--- config.mk ---
export PLATFORM = sky130hd
export DESIGN_NAME = screen_update_engine
export DESIGN_NICKNAME = d
export VERILOG_FILES = /design/src/rtl/screen_update_engine_pkg.sv /design/src/rtl/screen_update_engine_fifo.sv /design/src/rtl/screen_update_engine.sv
export SDC_FILE = /design/constraint.sdc
export NUM_CORES = 1
export LEC_CHECK = 0
export ABC_AREA = 1
export BUFFER_PORTS_ARGS = -buffer_cell sky130_fd_sc_hd__buf_4
export CORE_MARGIN = 10
export CORE_UTILIZATION = 40
export CTS_BUF_LIST = sky130_fd_sc_hd__clkbuf_4 sky130_fd_sc_hd__clkbuf_8
export DETAILED_ROUTE_END_ITERATION = 7
export MAX_ROUTING_LAYER = met4
export PLACE_DENSITY = 0.54
export SLEW_MARGIN = 30
export SYNTH_ARGS = -nofsm -noshare
export SYNTH_HDL_FRONTEND = slang
export SYNTH_HIERARCHICAL = 1
export SYNTH_SLANG_ARGS = --single-unit
--- constraint.sdc ---
create_clock -name clk_i -period 4.6 [get_ports clk_i]
set_clock_uncertainty 0.15 [all_clocks]
set_input_delay 0.46 -clock clk_i [delete_from_list [all_inputs] [get_ports clk_i]]
set_output_delay 0.46 -clock clk_i [all_outputs]
set_load 0.05 [all_outputs]
--- src/rtl/screen_update_engine_pkg.sv ---
`default_nettype none
// ============================================================================
// screen_update_engine_pkg - opcodes, FSM states and screen geometry helper
// Rev 1.0
// ============================================================================
package screen_update_engine_pkg;

  typedef enum logic [1:0] {
    OP_CHAR   = 2'd0,
    OP_CURSOR = 2'd1,
    OP_SCROLL = 2'd2,
    OP_FILL   = 2'd3
  } op_e;

  typedef enum logic {
    ST_IDLE = 1'b0,
    ST_FILL = 1'b1
  } state_e;

  function automatic int screen_size(input int rows, input int cols);
    return rows * cols;
  endfunction

endpackage
`default_nettype wire

--- src/rtl/screen_update_engine_fifo.sv ---
`default_nettype none
// ============================================================================
// screen_update_engine_fifo - show-ahead synchronous FIFO with level output
// Rev 1.0
// ============================================================================
module screen_update_engine_fifo #(
  parameter int WIDTH = 32,
  parameter int DEPTH = 8,
  parameter int AW    = 3
) (
  input  logic             clk_i,
  input  logic             reset_i,
  input  logic             push_i,
  input  logic [WIDTH-1:0] wdata_i,
  input  logic             pop_i,
  output logic [WIDTH-1:0] rdata_o,
  output logic             full_o,
  output logic             empty_o,
  output logic [AW:0]      level_o
);

  localparam logic [AW:0] DEPTH_W = (AW+1)'(DEPTH);
  localparam logic [AW:0] ONE_W   = (AW+1)'(1);

  logic [WIDTH-1:0] mem_q [DEPTH];
  logic [AW-1:0]    wr_ptr_q;
  logic [AW-1:0]    rd_ptr_q;
  logic [AW:0]      level_q;
  logic             push_ok;
  logic             pop_ok;

  assign full_o  = (level_q == DEPTH_W);
  assign empty_o = (level_q == '0);
  assign level_o = level_q;
  assign rdata_o = mem_q[rd_ptr_q];
  assign push_ok = push_i && !full_o;
  assign pop_ok  = pop_i && !empty_o;

  always_ff @(posedge clk_i or posedge reset_i) begin
    if (reset_i) begin
      wr_ptr_q <= '0;
      rd_ptr_q <= '0;
      level_q  <= '0;
    end else begin
      if (push_ok) wr_ptr_q <= wr_ptr_q + 1'b1;
      if (pop_ok)  rd_ptr_q <= rd_ptr_q + 1'b1;
      case ({push_ok, pop_ok})
        2'b10:   level_q <= level_q + ONE_W;
        2'b01:   level_q <= level_q - ONE_W;
        default: level_q <= level_q;
      endcase
    end
  end

  // Storage needs no reset: entries are only read once the level says they are valid.
  always_ff @(posedge clk_i) begin
    if (push_ok) mem_q[wr_ptr_q] <= wdata_i;
  end

endmodule
`default_nettype wire

--- src/rtl/screen_update_engine.sv ---
`default_nettype none
// ============================================================================
// screen_update_engine - queued display-command executor with wrapping FILL
// Rev 1.0
// ============================================================================
module screen_update_engine
  import screen_update_engine_pkg::*;
#(
  parameter int ROWS       = 24,
  parameter int COLS       = 80,
  parameter int ROW_BITS   = 5,
  parameter int COL_BITS   = 7,
  parameter int ADDR_BITS  = 11,
  parameter int FIFO_DEPTH = 8,
  parameter int FIFO_AW    = 3
) (
  input  logic                 clk_i,
  input  logic                 reset_i,
  input  logic                 cmd_valid_i,
  output logic                 cmd_ready_o,
  input  logic [1:0]           cmd_op_i,
  input  logic [ADDR_BITS-1:0] cmd_addr_i,
  input  logic [7:0]           cmd_data_i,
  input  logic [ADDR_BITS-1:0] cmd_count_i,
  output logic                 char_wen_o,
  output logic [ADDR_BITS-1:0] char_addr_o,
  output logic [7:0]           char_data_o,
  output logic                 cursor_wen_o,
  output logic [COL_BITS-1:0]  cursor_x_o,
  output logic [ROW_BITS-1:0]  cursor_y_o,
  output logic                 scroll_wen_o,
  output logic [ADDR_BITS-1:0] first_char_o,
  output logic                 busy_o,
  output logic                 drop_o,
  output logic [FIFO_AW:0]     fifo_level_o
);

  localparam int                   SCREEN_SIZE = screen_size(ROWS, COLS);
  localparam int                   FIFO_W      = 2 + 8 + 2*ADDR_BITS;
  localparam logic [ADDR_BITS:0]   SS_W        = (ADDR_BITS+1)'(SCREEN_SIZE);
  localparam logic [ADDR_BITS-1:0] LAST_ADDR   = ADDR_BITS'(SCREEN_SIZE-1);
  localparam logic [ADDR_BITS:0]   ONE_W       = (ADDR_BITS+1)'(1);

  logic [FIFO_W-1:0]    fifo_wdata;
  logic [FIFO_W-1:0]    fifo_rdata;
  logic                 fifo_full;
  logic                 fifo_empty;
  logic                 fifo_pop;

  op_e                  head_op;
  logic [7:0]           head_data;
  logic [ADDR_BITS-1:0] head_addr;
  logic [ADDR_BITS-1:0] head_count;
  logic                 head_in_range;

  state_e               state_q;
  logic [ADDR_BITS-1:0] fill_ptr_q;
  logic [ADDR_BITS:0]   fill_rem_q;
  logic [7:0]           fill_data_q;
  logic [ADDR_BITS:0]   fill_len_d;
  logic [ADDR_BITS-1:0] start_ptr_d;
  logic [ADDR_BITS-1:0] fill_ptr_d;

  assign fifo_wdata = {cmd_op_i, cmd_data_i, cmd_addr_i, cmd_count_i};

  screen_update_engine_fifo #(
    .WIDTH (FIFO_W),
    .DEPTH (FIFO_DEPTH),
    .AW    (FIFO_AW)
  ) u_fifo (
    .clk_i   (clk_i),
    .reset_i (reset_i),
    .push_i  (cmd_valid_i),
    .wdata_i (fifo_wdata),
    .pop_i   (fifo_pop),
    .rdata_o (fifo_rdata),
    .full_o  (fifo_full),
    .empty_o (fifo_empty),
    .level_o (fifo_level_o)
  );

  assign cmd_ready_o = !fifo_full;
  assign fifo_pop    = (state_q == ST_IDLE) && !fifo_empty;
  assign busy_o      = !fifo_empty || (state_q == ST_FILL);

  assign head_op       = op_e'(fifo_rdata[FIFO_W-1 -: 2]);
  assign head_data     = fifo_rdata[2*ADDR_BITS +: 8];
  assign head_addr     = fifo_rdata[ADDR_BITS +: ADDR_BITS];
  assign head_count    = fifo_rdata[0 +: ADDR_BITS];
  assign head_in_range = ({1'b0, head_addr} < SS_W);

  // A fill never needs to cover the screen more than once.
  assign fill_len_d  = ({1'b0, head_count} > SS_W) ? SS_W : {1'b0, head_count};
  assign start_ptr_d = (head_addr == LAST_ADDR) ? '0 : head_addr + 1'b1;
  assign fill_ptr_d  = (fill_ptr_q == LAST_ADDR) ? '0 : fill_ptr_q + 1'b1;

  always_ff @(posedge clk_i or posedge reset_i) begin
    if (reset_i) begin
      state_q      <= ST_IDLE;
      fill_ptr_q   <= '0;
      fill_rem_q   <= '0;
      fill_data_q  <= '0;
      char_wen_o   <= 1'b0;
      char_addr_o  <= '0;
      char_data_o  <= '0;
      cursor_wen_o <= 1'b0;
      cursor_x_o   <= '0;
      cursor_y_o   <= '0;
      scroll_wen_o <= 1'b0;
      first_char_o <= '0;
      drop_o       <= 1'b0;
    end else begin
      char_wen_o   <= 1'b0;
      cursor_wen_o <= 1'b0;
      scroll_wen_o <= 1'b0;
      drop_o       <= 1'b0;
      case (state_q)
        ST_IDLE: begin
          if (!fifo_empty) begin
            case (head_op)
              OP_CHAR: begin
                if (head_in_range) begin
                  char_wen_o  <= 1'b1;
                  char_addr_o <= head_addr;
                  char_data_o <= head_data;
                end else begin
                  drop_o <= 1'b1;
                end
              end
              OP_CURSOR: begin
                cursor_wen_o <= 1'b1;
                cursor_x_o   <= head_addr[COL_BITS-1:0];
                cursor_y_o   <= head_data[ROW_BITS-1:0];
              end
              OP_SCROLL: begin
                if (head_in_range) begin
                  scroll_wen_o <= 1'b1;
                  first_char_o <= head_addr;
                end else begin
                  drop_o <= 1'b1;
                end
              end
              OP_FILL: begin
                if (!head_in_range) begin
                  drop_o <= 1'b1;
                end else if (fill_len_d != '0) begin
                  char_wen_o  <= 1'b1;
                  char_addr_o <= head_addr;
                  char_data_o <= head_data;
                  fill_data_q <= head_data;
                  fill_ptr_q  <= start_ptr_d;
                  fill_rem_q  <= fill_len_d - ONE_W;
                  if (fill_len_d > ONE_W) state_q <= ST_FILL;
                end
              end
              default: ;
            endcase
          end
        end
        ST_FILL: begin
          char_wen_o  <= 1'b1;
          char_addr_o <= fill_ptr_q;
          char_data_o <= fill_data_q;
          fill_ptr_q  <= fill_ptr_d;
          fill_rem_q  <= fill_rem_q - ONE_W;
          if (fill_rem_q == ONE_W) state_q <= ST_IDLE;
        end
        default: state_q <= ST_IDLE;
      endcase
    end
  end

endmodule
`default_nettype wire

# Yosys cells after proc, flatten, opt, wreduce, memory -nomap -nowiden
# Memory sizes are Yosys's and may differ from the RTL's.
# Index checks and enable logic that the tools add are counted.
[totals]
input_bits = 35
n_memories = 1
latch_bits = 0
ram_bits = 256
ff_bits = 88
out_inout_bits = 52
romBits = 0
[classes]
multipliers = 0
n_eq_ne = 17
muxes = 51
bitwise_logic = 2
addsub = 8
order_cmp = 3
shift = 0
n_reduce_logical = 16
div_mod_pow = 0
[mem_list]
columns = ["memory", "depth", "width", "rd", "rd_ports_with_merged_regs", "wr", "line", "source"]
rows = [
  ["u_fifo.mem_q", 8, 32, 1, 0, 1, "screen_update_engine_fifo.sv:25", "logic [WIDTH-1:0] mem_q [DEPTH];"],
]
[ops]
columns = ["op", "count"]
rows = [
  ["2-to-1 mux 11 bit", 11],
  ["case mux 11 bit (2 select lines)", 3],
  ["2-to-1 mux 12 bit", 4],
  ["2-to-1 mux 8 bit", 4],
  ["case mux 8 bit (2 select lines)", 2],
  ["case mux 12 bit (2 select lines)", 1],
  ["adder 11 x 1 -> 11 bit, second input constant", 2],
  ["equality test 11 bit, second input constant", 2],
  ["2-to-1 mux 1 bit", 22],
  ["equality test 12 x 1 -> 1 bit, second input constant", 1],
  ["nonzero test 12 bit", 1],
  ["subtractor 11 x 1 -> 12 bit, second input constant", 1],
  ["subtractor 12 x 1 -> 12 bit, second input constant", 1],
  ["> comparator 11 x 1 -> 1 bit, second input constant", 1],
  ["> comparator 11 bit, second input constant", 1],
  ["< comparator 11 bit, second input constant", 1],
  ["AND reduction 5 bit", 2],
  ["inequality test 3 bit, second input constant", 3],
  ["case mux 4 bit (2 select lines)", 1],
  ["AND reduction 4 bit", 2],
  ["adder 3 x 1 -> 3 bit, second input constant", 2],
  ["equality test 2 bit, second input constant", 3],
  ["case mux 1 bit (2 select lines)", 3],
  ["adder 4 x 1 -> 4 bit, second input constant", 1],
  ["other kinds (15)", 22],
]

# Longest topological paths before layout
# An unclocked memory read counts as a cell.
[logic_depth]
depth_word = 10
mapped_depth = 24
ltp_nobuf = 21

# By module
# Netlist, hierarchy kept.
[by_module_without_submodules]
columns = ["module", "cells_each", "area_per_inst_um2", "n_inst", "seq_area_each_um2"]
rows = [
  ["screen_update_engine_fifo", 1188, 11639.9, 1, 7937.6],
  ["screen_update_engine", 642, 4650.7, 1, 1951.9],
]

# Worst setup path before layout
# Ideal clock, no wire load.
[synth_timing]
path_type = "register -> register"
from = "register u_fifo.level_q[0] (netlist: u_fifo/level_o[0])"
to = "memory u_fifo.mem_q[4][0] (enable)"
required_time_ps = 3989
t_arrival_ps = 3401
path_buffers = 1
setup_slack_ps = 587
path_stages_with_launch = 6
setup_ps = 461
period_less_slack_ps = 4013
cell_sequence = "dfrtp_1 nor2_1 nand3_1 nand2_1 buf_4 nor3_1"
[synth_via]
elab_chain_len = 5
[synth_rtl]
columns = ["item", "line", "source"]
rows = [
  ["start: declaration", "screen_update_engine_fifo.sv:28", "logic [AW:0] level_q;"],
  ["start signal: assignment", "screen_update_engine_fifo.sv:48", "2'b10: level_q <= level_q + ONE_W;"],
  ["start signal: assignment", "screen_update_engine_fifo.sv:49", "2'b01: level_q <= level_q - ONE_W;"],
  ["start signal: assignment", "screen_update_engine_fifo.sv:50", "default: level_q <= level_q;"],
  ["equality test 4 bit", "screen_update_engine_fifo.sv:32", "assign full_o = (level_q == DEPTH_W);"],
  ["zero test 1 bit", "screen_update_engine_fifo.sv:36", "assign push_ok = push_i && !full_o;"],
  ["logical AND 1 bit", "screen_update_engine_fifo.sv:36", ""],
  ["2-to-1 mux 1 bit", "screen_update_engine_fifo.sv:57", "if (push_ok) mem_q[wr_ptr_q] <= wdata_i;"],
  ["2-to-1 mux 1 bit (not written as such)", "screen_update_engine_fifo.sv:57", ""],
  ["end: declaration", "screen_update_engine_fifo.sv:25", ""],
]
# No other way between the ends.

# Worst setup path after layout
[layout_timing]
from = "register u_fifo.rd_ptr_q[0]"
to = "register fill_ptr_q[6]"
[layout_via]
elab_cells_between_ends = 18
classes_between = "1 x add/sub; 2 x order compare; 5 x eq/ne; 7 x mux; 2 x reduce/logical; 1 x memory"
[layout_rtl]
columns = ["item", "line", "source"]
rows = [
  ["start: declaration", "screen_update_engine_fifo.sv:27", "logic [AW-1:0] rd_ptr_q;"],
  ["start signal: assignment", "screen_update_engine_fifo.sv:46", "if (pop_ok) rd_ptr_q <= rd_ptr_q + 1'b1;"],
  ["memory (8 x 32 bit) *", "--", ""],
  ["named net fifo_rdata[2]", "screen_update_engine.sv:45", "logic [FIFO_W-1:0] fifo_rdata;"],
  ["> comparator 11 bit", "screen_update_engine.sv:93", "assign fill_len_d = ({1'b0, head_count} > SS_W) ? SS_W : {1'b0, head_count};"],
  ["2-to-1 mux 11 bit *", "screen_update_engine.sv:93", ""],
  ["nonzero test 12 bit *", "screen_update_engine.sv:146", "end else if (fill_len_d != '0) begin"],
  ["inequality test 2 x 1 -> 1 bit (no source line) *", "--", ""],
  ["AND reduction 4 bit (no source line) *", "--", ""],
  ["end signal: assignment", "screen_update_engine.sv:151", "fill_ptr_q <= start_ptr_d;"],
  ["end signal: assignment", "screen_update_engine.sv:164", "fill_ptr_q <= fill_ptr_d;"],
  ["end: declaration", "screen_update_engine.sv:57", "logic [ADDR_BITS-1:0] fill_ptr_q;"],
]
# The timed path passes the listed nets; every way through them passes the cells marked *. The select of a mux whose other input is x is not followed.
# A chain may end at the register's enable or synchronous reset.

==> impl_metrics.yaml <==
logic_synthesis:
  synth_common_cells: "650 x nand2_1, 294 x nor2_1, 256 x edfxtp_1"
  synth_enable_flop_cells: 256
  synth_area_um2: 16300
  synth-adder-area-share_pct: 1.43
  synth_seq_cells: 344
  synth_xor_area_share_pct: 0.484
  ys_seq_area_share_pct: 60.7
  yosysMostFrequentCell: "nand2_1"
  ys.flop_type: "edfxtp_1"
  synth_compound_area_share_pct: 3.82
  synth_top_cell_area_share_pct: 47.2
  ys_types: 36
  synthCells: 1830
  synth_area_leaders: "edfxtp_1 47%, nand2_1 15%, dfrtp_1 14%"
  postSynthAreaPerCell_um2: 8.90
  synthSimpleGateAreaFrac_pct: 25.8
  async_flop_share_pct: 25.6
  synth_nets: 1883
  synth_top_cell_by_area: "edfxtp_1"
  synth.area.mux_share_pct: 0
  synth_top_family_by_area: "simple AND/OR/NAND/NOR gates"
  yosys_warnings: 6
pwr:
  peakVddDrop_v: 0.000295
  power_density_nw_per_um2: 710
  p_leak_nw: 8.70
  totalPowerFinal_w: 0.0135
clock_tree:
  insertion_delay_ns: 0.64
  postCtsSetupRepairBufs: 0
  cts.clk_slew.worst_paths_ns: 0.06
  cts_tree: "yes"
  cts_buffers: 60
  root_buffer: "clkbuf_8"
  cts_resized: 0
  cts_hold_buffers: 34
  htree_levels: 2
  cts_sinks: 344
  clockBufferDepth: 3
routing:
  wl_per_cell_um: 15.4
  drc: 0
  wirelength_um: 39100
  ant_nets: 0
  dr.first_iter.drc_count: 741
  drt-pass1-iter-count: 5
  vias: 11800
  viasPerCell: 4.66
timing:
  finalSetupViolCount: 0
  tightest_slew_ns: 0.839
  max_freq_mhz: 274
  rsz0062_at_grt: "no"
  hold_viol: 0
  fin_crit_sh_pct: 79.3
  drv_slew: 0
  slew_headroom_pct: 44.0
  totalNegativeSetupSlack_ns: 0
  fin_crit_ns: 3.65
grt:
  met1_usage_pct: 20.6
  grt_max_degree: 94
  grt_pass1_wl_um: 62300
  grt-ovfl-total: 0
  first_global_vias: 11400
  grtUsageTotal_pct: 16.2
  top_usage_layer: "met2"
  grtUsageMet2_pct: 25.8
  antenna_found_initial: 2
  use_met3_pct: 2.83
critical_path:
  cp_cell_sequence: "buf_12 -> nor2_1 -> nor2_1 -> nand2_1 -> nand2_1 -> nand2_1 -> nand2_1 -> inv_1 -> nand2_1 -> nor2_1 -> nand2_1 -> nand2_1 -> nand2_1 -> ha_1 -> inv_1 -> nor2_2 -> nand4_1 -> nand2_1 -> inv_2 -> buf_12 -> nand2_1 -> o21ai_2"
  crit_top_cell: "nand2_1"
  worst-setup-path-type: "register to register"
  worstPathArrival_ns: 4.06
  start_kind: "register"
  crit_slowest_cell: "dfrtp_4"
  critPathMaxFanout: 53
  cp-end-kind: "register"
  crit_required_ns: 5.01
  crit_path_max_incr_delay_ns: 0.65
finish:
  area_growth_pct: 16.5
  drive_above_1_share_pct: 12.4
  fillCellCount: 3854
  final_util_pct: 47.4
  nets: 2017
floorplan:
  rows: 73
  die_area_um2: 49200
  die_w_um: 222
  die_y_um: 222
  start_util_pct: 40.7
  core-area_um2: 40000
  pin_count: 87
flow_run:
  maxCapViolCount: 0
placed_design:
  hpwl_um: 23600
  port_buffers: 86
  place_congestion: 0.834
hold_path:
  min_path_type: "primary input to async pin"
outcome:
  status: "finished clean"
==> cell usage in the layout (no fill, tap or decap), drive strengths merged <==
cell           n
fa             1
dfrtp         88
ha            17
xnor2          5
dlygate4sd3   34
nor3          20
clkinv        20
nand3         66
buf          110
and3           1
o21ai         94
nand4         15
diode          2
a21oi         12
nand2        652
bufinv         2
clkbuf        84
inv          219
or2            4
xor2           4
edfxtp       256
o22ai          1
nand3b         1
nor4           1
nor2         297
nor3b          2
o211ai         2
==> layout make-up <==
| class | count | area, µm² | area share, % |
|---|---|---|---|
| Sequential cell | 344 | 9890 | 52.1 |
| Antenna cell | 2 | 5.00 | 0.0264 |
| Tap cell | 525 | 657 | 3.46 |
| Multi-Input combinational cell | 1195 | 5180 | 27.3 |
| Timing Repair Buffer | 144 | 1220 | 6.41 |
| Clock buffer | 84 | 1050 | 5.53 |
| Inverter | 219 | 823 | 4.34 |
| Clock inverter | 22 | 150 | 0.791 |
==> cell families after synthesis <==
logic type | Yosys count
adder cells (fa/ha/maj) | 18
buffers and inverters | 291
AO/OA/AOI/OAI | 109
flip-flops | 344
XOR/XNOR | 9
AND/OR/NAND/NOR | 1059
==> path summary, 6_finish.rpt <==
kind / cells past startpoint / start / endpoint / slack (ns)
worst max-delay path: 22 / u_fifo/rd_ptr_q[0] / fill_ptr_q[6] / 0.95
worst min-delay path: 3 / reset_i / u_fifo/level_o[3] / 0.24
worst max register to register: 22 / u_fifo/rd_ptr_q[0] / fill_ptr_q[6] / 0.95
worst min register to register: 2 / char_data_o[7] / char_data_o[7] / 0.32
max in group asynchronous: 4 / reset_i / fill_ptr_q[4] / 2.97
min in group clk_i: 2 / char_data_o[7] / char_data_o[7] / 0.32
==> where the power goes <==
group,leakage (nW),total (W),internal (W),switching (W)
combinational,4.65,0.00620,0.00183,0.00437
clock,0.638,0.00280,0.00157,0.00123
sequential,3.42,0.00448,0.00406,0.000415
total,8.70,0.0135,0.00746,0.00602
==> registers in the layout, indices dropped and copies added, names as in the netlist <==
name / flops
char_addr_o: 11
char_data_o: 8
char_wen_o: 1
cursor_wen_o: 1
cursor_x_o: 7
cursor_y_o: 5
drop_o: 1
fill_data_q: 8
fill_ptr_q: 11
fill_rem_q: 12
first_char_o: 11
scroll_wen_o: 1
state_q: 1
u_fifo/level_o: 4
u_fifo/mem_q: 256
u_fifo/rd_ptr_q: 3
u_fifo/wr_ptr_q: 3
==> stage by stage <==
stage | cells | area, µm² | worst slack [ns] | hold slack [ns]
2_1_floorplan | 1830 | 16300 | 0.587 | 0.150
3_3_place_gp | 2392 | 17400 | 0.938 | 0.306
3_5_place_dp | 2392 | 17400 | 0.865 | 0.314
4_1_cts | 2532 | 18900 | 0.828 | 0.220
5_1_grt | 2535 | 19000 | 0.544 | 0.266
6_report | 2535 | 19000 | 0.954 | 0.241
==> worst max-delay path: cells and delay by family (launching register included) <==
kind	cells	cell delay [ns]
DFF	1	0.65
and+or+nand+nor	15	1.52
buffers and inverters	5	0.92
adders and majority gates	1	0.22
AOI/OAI and AO/OA	1	0.06
==> layer usage <==
metal	routed length [µm]	vias to the layer above
met4	708	0
met2	18500	224
met1	18100	5487
li1	-	6040
met3	1770	57
met5	0	-
(Power assumes the default switching activity.)
